--- src/rtl/uart_stream_relay.sv ---
// Store-and-forward relay from the UART receiver to the UART transmitter.
// It holds bytes in a FIFO and releases them in pass-through, store-and-release or burst mode, and it keeps debug counters.
module uart_stream_relay #(
  parameter int unsigned DATA_W    = 8,
  parameter int unsigned DEPTH     = 512,
  parameter int unsigned ADDR_W    = $clog2(DEPTH),
  parameter int unsigned BURST_LEN = 16
) (
  input  logic              clk,
  input  logic              rst,
  input  logic [DATA_W-1:0] in_data,
  input  logic              in_valid,
  input  logic [1:0]        mode,
  input  logic              release_pulse,
  output logic [DATA_W-1:0] tx_data,
  output logic              tx_valid,
  input  logic              tx_ready,
  output logic [ADDR_W:0]   level,
  output logic              empty,
  output logic              full,
  output logic [15:0]       rx_count,
  output logic [15:0]       sent_count,
  output logic [15:0]       overflow_count,
  output logic [1:0]        state_dbg
);

  typedef enum logic [1:0] {
    ST_IDLE   = 2'd0,
    ST_STREAM = 2'd1,
    ST_DRAIN  = 2'd2
  } state_e;

  typedef enum logic [1:0] {
    MODE_PASS  = 2'd0,
    MODE_STORE = 2'd1,
    MODE_BURST = 2'd2,
    MODE_HALT  = 2'd3
  } mode_e;

  localparam logic [ADDR_W:0] LP_DEPTH = (ADDR_W+1)'(DEPTH);
  localparam logic [ADDR_W:0] LP_BURST = (ADDR_W+1)'(BURST_LEN);

  logic [DATA_W-1:0] r_mem [DEPTH];
  logic [ADDR_W-1:0] r_wr_ptr;
  logic [ADDR_W-1:0] r_rd_ptr;
  logic [ADDR_W:0]   r_level;
  logic [ADDR_W:0]   r_remaining;
  logic [ADDR_W:0]   w_remaining_nxt;
  state_e            r_state;
  state_e            w_state_nxt;
  logic              r_tx_valid;
  logic [DATA_W-1:0] r_tx_data;
  logic [15:0]       r_rx_count;
  logic [15:0]       r_sent_count;
  logic [15:0]       r_ovf_count;

  mode_e w_mode;
  logic  w_empty;
  logic  w_full;
  logic  w_wr;
  logic  w_ovf;
  logic  w_hs;
  logic  w_free;
  logic  w_pop_en;
  logic  w_pop;

  assign w_mode  = mode_e'(mode);
  assign w_empty = (r_level == '0);
  assign w_full  = (r_level == LP_DEPTH);
  assign w_wr    = in_valid & ~w_full;
  assign w_ovf   = in_valid & w_full;
  assign w_hs    = r_tx_valid & tx_ready;
  // The holding register can take a new byte in the same cycle that it hands its current byte to the transmitter.
  assign w_free  = ~r_tx_valid | w_hs;

  always_comb begin
    w_state_nxt     = r_state;
    w_remaining_nxt = r_remaining;
    w_pop_en        = 1'b0;
    unique case (r_state)
      ST_IDLE: begin
        unique case (w_mode)
          MODE_PASS: w_state_nxt = ST_STREAM;
          MODE_STORE: begin
            if (release_pulse && !w_empty) begin
              w_state_nxt     = ST_DRAIN;
              w_remaining_nxt = r_level;
            end
          end
          MODE_BURST: begin
            if (r_level >= LP_BURST) begin
              w_state_nxt     = ST_DRAIN;
              w_remaining_nxt = LP_BURST;
            end
          end
          default: ;
        endcase
      end
      ST_STREAM: begin
        if (w_mode == MODE_PASS) w_pop_en = 1'b1;
        else if (!r_tx_valid)    w_state_nxt = ST_IDLE;
      end
      ST_DRAIN: begin
        w_pop_en = (r_remaining != '0);
        if (r_remaining == '0 && !r_tx_valid) w_state_nxt = ST_IDLE;
      end
      default: w_state_nxt = ST_IDLE;
    endcase
    w_pop = w_pop_en & ~w_empty & w_free;
    if (r_state == ST_DRAIN && w_pop) w_remaining_nxt = r_remaining - 1'b1;
  end

  always_ff @(posedge clk) begin
    if (rst) begin
      r_state     <= ST_IDLE;
      r_remaining <= '0;
    end else begin
      r_state     <= w_state_nxt;
      r_remaining <= w_remaining_nxt;
    end
  end

  always_ff @(posedge clk) begin
    if (w_wr) r_mem[r_wr_ptr] <= in_data;
  end

  always_ff @(posedge clk) begin
    if (rst) begin
      r_wr_ptr <= '0;
      r_rd_ptr <= '0;
      r_level  <= '0;
    end else begin
      if (w_wr)  r_wr_ptr <= r_wr_ptr + 1'b1;
      if (w_pop) r_rd_ptr <= r_rd_ptr + 1'b1;
      unique case ({w_wr, w_pop})
        2'b10:   r_level <= r_level + 1'b1;
        2'b01:   r_level <= r_level - 1'b1;
        default: ;
      endcase
    end
  end

  always_ff @(posedge clk) begin
    if (rst) begin
      r_tx_valid <= 1'b0;
      r_tx_data  <= '0;
    end else if (w_pop) begin
      r_tx_valid <= 1'b1;
      r_tx_data  <= r_mem[r_rd_ptr];
    end else if (w_hs) begin
      r_tx_valid <= 1'b0;
    end
  end

  always_ff @(posedge clk) begin
    if (rst) begin
      r_rx_count   <= '0;
      r_sent_count <= '0;
      r_ovf_count  <= '0;
    end else begin
      if (w_wr) r_rx_count <= r_rx_count + 16'd1;
      if (w_hs) r_sent_count <= r_sent_count + 16'd1;
      if (w_ovf && r_ovf_count != 16'hFFFF) r_ovf_count <= r_ovf_count + 16'd1;
    end
  end

  assign tx_data        = r_tx_data;
  assign tx_valid       = r_tx_valid;
  assign level          = r_level;
  assign empty          = w_empty;
  assign full           = w_full;
  assign rx_count       = r_rx_count;
  assign sent_count     = r_sent_count;
  assign overflow_count = r_ovf_count;
  assign state_dbg      = r_state;

endmodule
--- config.mk ---
export PLATFORM = sky130hd
export DESIGN_NAME = uart_stream_relay
export DESIGN_NICKNAME = d
export VERILOG_FILES = /design/src/rtl/uart_stream_relay.sv
export SDC_FILE = /design/constraint.sdc
export NUM_CORES = 2
export LEC_CHECK = 0
export CORE_MARGIN = 4
export CORE_UTILIZATION = 50
export CTS_CLUSTER_SIZE = 16
export DETAILED_ROUTE_END_ITERATION = 8
export PLACE_DENSITY = 0.68
export RECOVER_POWER = 50
export SLEW_MARGIN = 15
export SYNTH_ARGS = -nofsm -noshare
export SYNTH_HDL_FRONTEND = slang
export SYNTH_SLANG_ARGS = --single-unit
--- constraint.sdc ---
create_clock -name clk -period 3.6 [get_ports clk]
set_input_delay 0.72 -clock clk [delete_from_list [all_inputs] [get_ports clk]]
set_output_delay 0.72 -clock clk [all_outputs]
set_load 0.01 [all_outputs]
After elaboration in Yosys (flattened, before gate mapping)
Memory sizes are Yosys's and may differ from the RTL's. A register that Yosys moved wholly into a read port is not among the register bits. Index checks and enable logic that the tools add are counted.

Order comparisons: 1. Equal/unequal tests: 16. Multiplexer cells: 19. Add/sub/neg operators: 8. Bitwise gates (word level): 9. Reduce and logical (&&, ||, !) cells: 17.

Operators with widths (number): adder 16 x 1 -> 16 bit (second input constant) (3); two-way mux 10 bit (4); one-hot mux 10 bit (2 select lines) (2); zero test 10 bit (2); subtractor 10 x 1 -> 10 bit (second input constant) (2); adder 9 x 1 -> 9 bit (second input constant) (2); inequality test 16 bit (second input constant) (1); inequality test 3 bit (second input constant) (4); one-hot mux 2 bit (3 select lines) (2); adder 10 x 1 -> 10 bit (second input constant) (1); == test 10 bit (second input constant) (1); >= comparator 10 x 5 -> 1 bit (second input constant) (1); two-way mux 2 bit (5); nonzero test 10 bit (1); == test 2 x 1 -> 1 bit (second input constant) (3); == test 2 bit (second input constant) (3); inequality test 2 bit (second input constant) (3); AND reduction 6 bit (1); nonzero test 2 bit (3); AND 1 bit (5); two-way mux 1 bit (5); logical AND 1 bit (4); zero test 2 bit (2); inequality test 4 x 2 -> 1 bit (second input constant) (1); other kinds (6) (9).

Output and inout bits: 71. Memories kept: 1. Register bits after elaboration: 89. RAM bits: 4096. Input port bits: 15. Word-level logic and storage cells: 80.

Memory list: r_mem (depth 512, bits a word 8, read ports 1, clocked after memory_dff 1, wr ports 1, line 43) `logic [DATA_W-1:0] r_mem [DEPTH];`.

Longest topological paths before layout
Depth after elaboration: 8. Mapped depth: 17. Gate-level depth less buffers: 16.

Worst setup path before layout
No wires, ideal clock.

Kind: register to register. From: register r_level[0], in the netlist level[0]. To: register r_level[9], in the netlist level[9]. Required time: 3471 ps. Library setup time: 129 ps. Path buffers: 0. Period minus slack after synthesis: 3877 ps. Slack: -277 ps. Stages on the path, launching flop included: 15. Arrival: 3748 ps. Cell sequence: dfxtp_1 or4_1 nor4b_1 nor2b_1 inv_1 ha_1 ha_1 a21o_1 a21oi_1 o21bai_1 a21oi_1 o21bai_1 a41oi_1 or3_1 nand4_1.

Elaborated cells between the ends (all ways): 13.

RTL lines: start, declared (line 46) `logic [ADDR_W:0] r_level;`; start signal, assigned (line 136) `2'b10: r_level <= r_level + 1'b1;`; start signal, assigned (line 137) `2'b01: r_level <= r_level - 1'b1;`; == test 10 bit (*) (line 69) `assign w_full = (r_level == LP_DEPTH);`; via full (line 20) `output logic full,`; inverter 1 bit (*) (line 70) `assign w_wr = in_valid & ~w_full;`; AND 1 bit (*) (line 70); == test 2 x 1 -> 1 bit or == test 2 bit (tied branches) (line 135) `unique case ({w_wr, w_pop})`; one-hot mux 10 bit (2 select lines) or nonzero test 2 bit (tied branches).

Mark *: on every way through the listed nets, which the timed path passes. The rest lies on a longest branch. A chain may end at the register's enable or synchronous reset.

==> results_tabular.tex <==
\begin{tabular}{lr}
\hline
Metric & Value \\
\hline
\multicolumn{2}{l}{\textbf{CTS}} \\
\quad CTS clk-pin slew, worst paths & about 60 ps \\
\quad CTS sink cnt & between 4000 and 5000 \\
\quad Longest Clk Path Bufs & 4 \\
\quad H-tree depth & 5 \\
\quad Master cell of the clock root buffer & sky130\_fd\_sc\_hd\_\_clkbuf\_16 \\
\quad Clk\_lat worst skew & just under 1000 ps \\
\quad Number of clock buffers inserted by TritonCTS & a little over 400 \\
\quad TritonCTS clock tree & built \\
\multicolumn{2}{l}{\textbf{Floorplanning}} \\
\quad Total die area & $\sim$340000 µm² \\
\quad Row count & $\sim$210 \\
\quad Die span in x & roughly 580 µm \\
\quad DIE HEIGHT & between 500 and 600 µm \\
\quad Placeable core region & between 300000 and 400000 µm² \\
\quad Starting Density & $\sim$50\% \\
\quad I/O Pins & 86 \\
\multicolumn{2}{l}{\textbf{Route}} \\
\quad DR iter-0 viols & about 13000 \\
\quad Total number of vias & around 87000 \\
\quad Vias per Instance & 6.390 \\
\quad Mean routed wirelength per cell & 33.11 µm \\
\quad 1st-pass router iterations & 7 \\
\quad Total wire length after detailed routing & $\sim$450000 µm \\
\quad Remaining number of nets flagged by the antenna check after routing & 0 \\
\quad \# DRC & 0 \\
\multicolumn{2}{l}{\textbf{Power}} \\
\quad Max rail drop VDD & $\sim$0.44 mV \\
\quad Power density over cell area & $\sim$500 nW/µm² \\
\quad Post-route total power & between 90 and 100 mW \\
\quad Cell leakage power & approximately 60 nW \\
\multicolumn{2}{l}{\textbf{Worst setup path}} \\
\quad Path length in cells of the critical path & 11 \\
\quad Critical path peak fanout & 11 \\
\quad Category of the worst setup path launch point & flop \\
\quad Worst flop-to-flop path endpoint & tx\_data[7] \\
\quad Startpoint of the most critical register-to-register path & r\_rd\_ptr[0] \\
\quad List of cells traversed by the critical path & buf\_12 -> buf\_12 -> buf\_12 -> buf\_12 -> mux4\_2 -> mux4\_2 -> nand2\_1 -> a21oi\_1 -> a311oi\_1 -> o31ai\_1 -> o311a\_1 \\
\quad CP max stage delay & between 600 and 700 ps \\
\quad Worst-case reg-to-reg path depth & 11 \\
\quad Worst path slowest cell & sky130\_fd\_sc\_hd\_\_a311oi\_1 \\
\quad Crit path max-delay family & compound AO/OA/AOI/OAI gates \\
\quad Data arrival, critical path & about 4500 ps \\
\quad Buffers plus inverters on the worst setup path & 4 \\
\quad Last element of the critical path & tx\_data[7] \\
\quad CP dominant cell by count & sky130\_fd\_sc\_hd\_\_buf\_12 \\
\quad Critical path class & flop to flop \\
\quad Required time reported for the critical path endpoint & between 4000 and 5000 ps \\
\quad CP startpoint & r\_rd\_ptr[0] \\
\quad Crit path capture type & flop \\
\quad Reg-to-reg setup timing slack & -70 ps \\
\multicolumn{2}{l}{\textbf{Synth}} \\
\quad Most used flip-flop cell after synthesis & sky130\_fd\_sc\_hd\_\_edfxtp\_1 \\
\quad Cell area after technology mapping & around 160000 µm² \\
\quad Mapped Nets & between 7000 and 8000 \\
\quad Share of synthesized area occupied by flip-flops and latches & 76.27\% \\
\quad Number of instances in the synthesized netlist & around 8000 \\
\quad Number of register bits inferred by synthesis & roughly 4200 \\
\quad Synth warn & 0 \\
\quad Number of enable-type register cells in the synthesized netlist & just over 4000 \\
\quad Syn avg cell area & 20.87 µm² \\
\quad Fraction of registers with async set/reset & 0\% \\
\quad Library cells used by synthesis & 81 \\
\multicolumn{2}{l}{\textbf{Finish}} \\
\quad Layout net count & around 9000 \\
\quad Layout overhead on the synthesized area & 16.42\% \\
\quad Share of cells above drive strength 1 & between 20\% and 30\% \\
\quad Number of fill cells in the layout & around 23000 \\
\quad Post-Route Utilization & between 50\% and 60\% \\
\multicolumn{2}{l}{\textbf{Timing}} \\
\quad F\_max & about 270 MHz \\
\quad Final setup margin & -68.83 ps \\
\quad Headroom to the max-slew limit & -126.5\% \\
\quad Setup repair after global routing missed its margin & true \\
\quad Final Max Tran Viols & 1009 \\
\quad Clock tree skew after final layout & slightly above 60 ps \\
\quad Hold violation total from the final report & 0 \\
\quad Worst-margin pin slew & between 3000 and 4000 ps \\
\quad Setup Viol. Count Final & 2 \\
\quad Time the worst path needs with I/O delays and setup & about 3700 ps \\
\quad Ratio of final minimum period to clock period & 101.9\% \\
\multicolumn{2}{l}{\textbf{Global routing}} \\
\quad Number of antenna violations at the first check in global routing & 21 \\
\quad Wire length of the first global-routing pass & between 600000 and 700000 µm \\
\quad Residual overflow from global routing & 0 \\
\quad Via count of the first global-routing pass & 86350 \\
\quad GRT Total Usage & 26.31\% \\
\quad Pin count of the biggest net entering global routing & 149 \\
\multicolumn{2}{l}{\textbf{Place}} \\
\quad Final GP Congestion & slightly below 0.9 \\
\quad Detailed placement HPWL & around 290000 µm \\
\quad Pre-CTS setup slack & -326.8 ps \\
\quad Count of port buffers added during placement & 85 \\
\multicolumn{2}{l}{\textbf{Hold path}} \\
\quad Worst hold path type & primary input to flop \\
\multicolumn{2}{l}{\textbf{Status}} \\
\quad Status & complete, but fails checks \\
\quad Violations in the final reports & capacitance limit, slew limit, setup timing \\
\multicolumn{2}{l}{\textbf{Flow run}} \\
\quad Count of max-cap constraint violations & 14 \\
\hline
\end{tabular}
==> cells in the mapped netlist, types with 7 or more instances <==
library cell	instances	area, µm²
sky130_fd_sc_hd__nor2_1	645	2421
sky130_fd_sc_hd__o31ai_1	7	52.55
sky130_fd_sc_hd__nor4_1	10	62.56
sky130_fd_sc_hd__buf_4	62	465.5
sky130_fd_sc_hd__buf_8	18	270.3
sky130_fd_sc_hd__o21ai_0	81	405.4
sky130_fd_sc_hd__buf_1	19	71.32
sky130_fd_sc_hd__nor2b_1	16	100.1
sky130_fd_sc_hd__nand2_1	211	792.0
sky130_fd_sc_hd__mux4_1	11	289.0
sky130_fd_sc_hd__o41ai_1	7	61.31
sky130_fd_sc_hd__a22oi_1	74	555.5
sky130_fd_sc_hd__nor3_1	33	165.2
sky130_fd_sc_hd__a221oi_1	54	473.0
sky130_fd_sc_hd__a21oi_1	146	730.7
sky130_fd_sc_hd__buf_6	60	675.7
sky130_fd_sc_hd__xnor2_1	21	183.9
sky130_fd_sc_hd__nand3_1	63	315.3
sky130_fd_sc_hd__inv_1	20	75.07
sky130_fd_sc_hd__xor2_1	37	324.1
sky130_fd_sc_hd__and3_1	19	118.9
sky130_fd_sc_hd__or3_1	15	93.84
sky130_fd_sc_hd__o211ai_1	22	165.2
sky130_fd_sc_hd__o221ai_1	42	367.9
sky130_fd_sc_hd__and2_1	14	87.58
sky130_fd_sc_hd__buf_2	93	465.5
sky130_fd_sc_hd__nor3b_1	8	60.06
sky130_fd_sc_hd__o22ai_1	56	350.3
sky130_fd_sc_hd__edfxtp_1	4096	123000
sky130_fd_sc_hd__mux2_2	9	101.4
sky130_fd_sc_hd__clkbuf_1	219	822.0
sky130_fd_sc_hd__nand4_1	14	87.58
sky130_fd_sc_hd__mux2i_1	342	3423
sky130_fd_sc_hd__a31oi_1	18	112.6
sky130_fd_sc_hd__a2111oi_0	15	131.4
sky130_fd_sc_hd__ha_1	25	312.8
sky130_fd_sc_hd__dfxtp_1	97	1942
sky130_fd_sc_hd__a211oi_1	37	277.8
sky130_fd_sc_hd__mux4_2	992	22340
sky130_fd_sc_hd__a22o_1	9	78.83
==> metal layers <==
| layer | track usage [%] | share of wire (%) | wire [µm] |
|---|---|---|---|
| met5 | 0 | 0.024 | 107 |
| met4 | 10.36 | 4.4 | 19980 |
| met3 | 6.002 | 11 | 51280 |
| met2 | 40.74 | 47 | 212000 |
| met1 | 36.71 | 37 | 168600 |
==> stage by stage <==
step	setup TNS, ps	std cells	hold slack, ps	cell area (µm²)
2_1_floorplan	0	7849	467.5	163800
3_3_place_gp	-1973	12850	469.1	177300
3_5_place_dp	-2009	12850	488.3	177300
4_1_cts	0	13620	84.92	190700
5_1_grt	-98.69	13640	347.0	190700
6_report	-74.61	13650	358.1	190700
==> placed cells by master, fill, tap and decap left out, types with 17 or more instances in the layout <==
master	Yosys	layout
sky130_fd_sc_hd__a211oi_1	37	34
sky130_fd_sc_hd__a21oi_1	146	142
sky130_fd_sc_hd__a221oi_1	54	50
sky130_fd_sc_hd__a22oi_1	74	73
sky130_fd_sc_hd__a31oi_1	18	17
sky130_fd_sc_hd__and3_1	19	19
sky130_fd_sc_hd__buf_12	4	114
sky130_fd_sc_hd__buf_4	62	905
sky130_fd_sc_hd__bufinv_16	0	41
sky130_fd_sc_hd__clkbuf_1	219	112
sky130_fd_sc_hd__clkbuf_16	0	421
sky130_fd_sc_hd__clkbuf_2	0	26
sky130_fd_sc_hd__clkdlybuf4s50_1	0	75
sky130_fd_sc_hd__clkinv_1	0	91
sky130_fd_sc_hd__clkinv_2	0	78
sky130_fd_sc_hd__dfxtp_1	97	90
sky130_fd_sc_hd__diode_2	0	17
sky130_fd_sc_hd__edfxtp_1	4096	4096
sky130_fd_sc_hd__ha_1	25	24
sky130_fd_sc_hd__inv_1	20	18
sky130_fd_sc_hd__mux2i_1	342	341
sky130_fd_sc_hd__mux4_2	992	992
sky130_fd_sc_hd__nand2_1	211	195
sky130_fd_sc_hd__nand3_1	63	63
sky130_fd_sc_hd__nor2_1	645	639
sky130_fd_sc_hd__nor3_1	33	30
sky130_fd_sc_hd__o211ai_1	22	22
sky130_fd_sc_hd__o21ai_0	81	78
sky130_fd_sc_hd__o221ai_1	42	41
sky130_fd_sc_hd__o22ai_1	56	56
sky130_fd_sc_hd__xnor2_1	21	21
sky130_fd_sc_hd__xor2_1	37	37
==> flip-flops by register name, summed over array words and instances, names as in the netlist, 2 cells and up <==
signal / count
r_mem: 4096
overflow_count: 16
rx_count: 16
sent_count: 16
level: 10
r_remaining: 10
r_rd_ptr: 9
r_wr_ptr: 9
tx_data: 8
state_dbg: 2
==> power breakdown <==
group	internal (mW)	switching [mW]
logic	0.386	1.23
registers	53.6	0.0188
clock network	24.3	18.3
==> worst min path at each step <==
stage / start / to / slack [ps] / cells past startpoint
floorplan: r_remaining[7] / r_remaining[7] / 470 / 2
global placement: sent_count[15] / sent_count[15] / 470 / 2
detailed placement: sent_count[15] / sent_count[15] / 490 / 2
CTS: in_data[1] / r_mem[276][1] / 80 / 1
global route: rst / r_wr_ptr[8] / 350 / 3
finish: rst / r_wr_ptr[3] / 360 / 3
==> cells by family (layout without fill, tap and decap cells) <==
family | after synthesis | count (layout) | synth area share, %
DFF | 4193 | 4193 | 76.27
muxes | 1354 | 1354 | 15.97
and+or+nand+nor | 1087 | 1087 | 2.810
AOI/OAI and AO/OA | 628 | 628 | 2.617
buffers and inverters | 503 | 1961 | 1.820
xor gates and xnor gates | 58 | 58 | 0.3101
adders and majority gates | 26 | 26 | 0.2032
other | 0 | 17 | 0
==> cell type report <==
type,count,area (µm²),area share (%)
Timing Repair Buffer,1176,10580,5.547
Clock buffer,513,10830,5.677
Tap cell,4325,5411,2.838
Clock inverter,249,2500,1.311
Sequential cell,4193,125000,65.53
Multi-Input combinational cell,3153,36280,19.02
Antenna cell,17,42.54,0.02231
Inverter,23,101.3,0.05315
==> worst reg2reg max path: cells and delay by family, from the launching register on <==
family | cells | cell delay (ps)
and+or+nand+nor | 1 | 80
DFF | 1 | 360
buffers and inverters | 4 | 730
muxes | 2 | 1010
AOI/OAI and AO/OA | 4 | 1370
==> what timing repair did <==
action,in CTS,in global routing
gates cloned,0,4
hold buffers,0,0
endpoints found under the setup margin,12,11
resized for setup,20,37
setup buffers,3,11
pin swaps,3,10
Note: power is estimated with default switching activity, not from simulation.
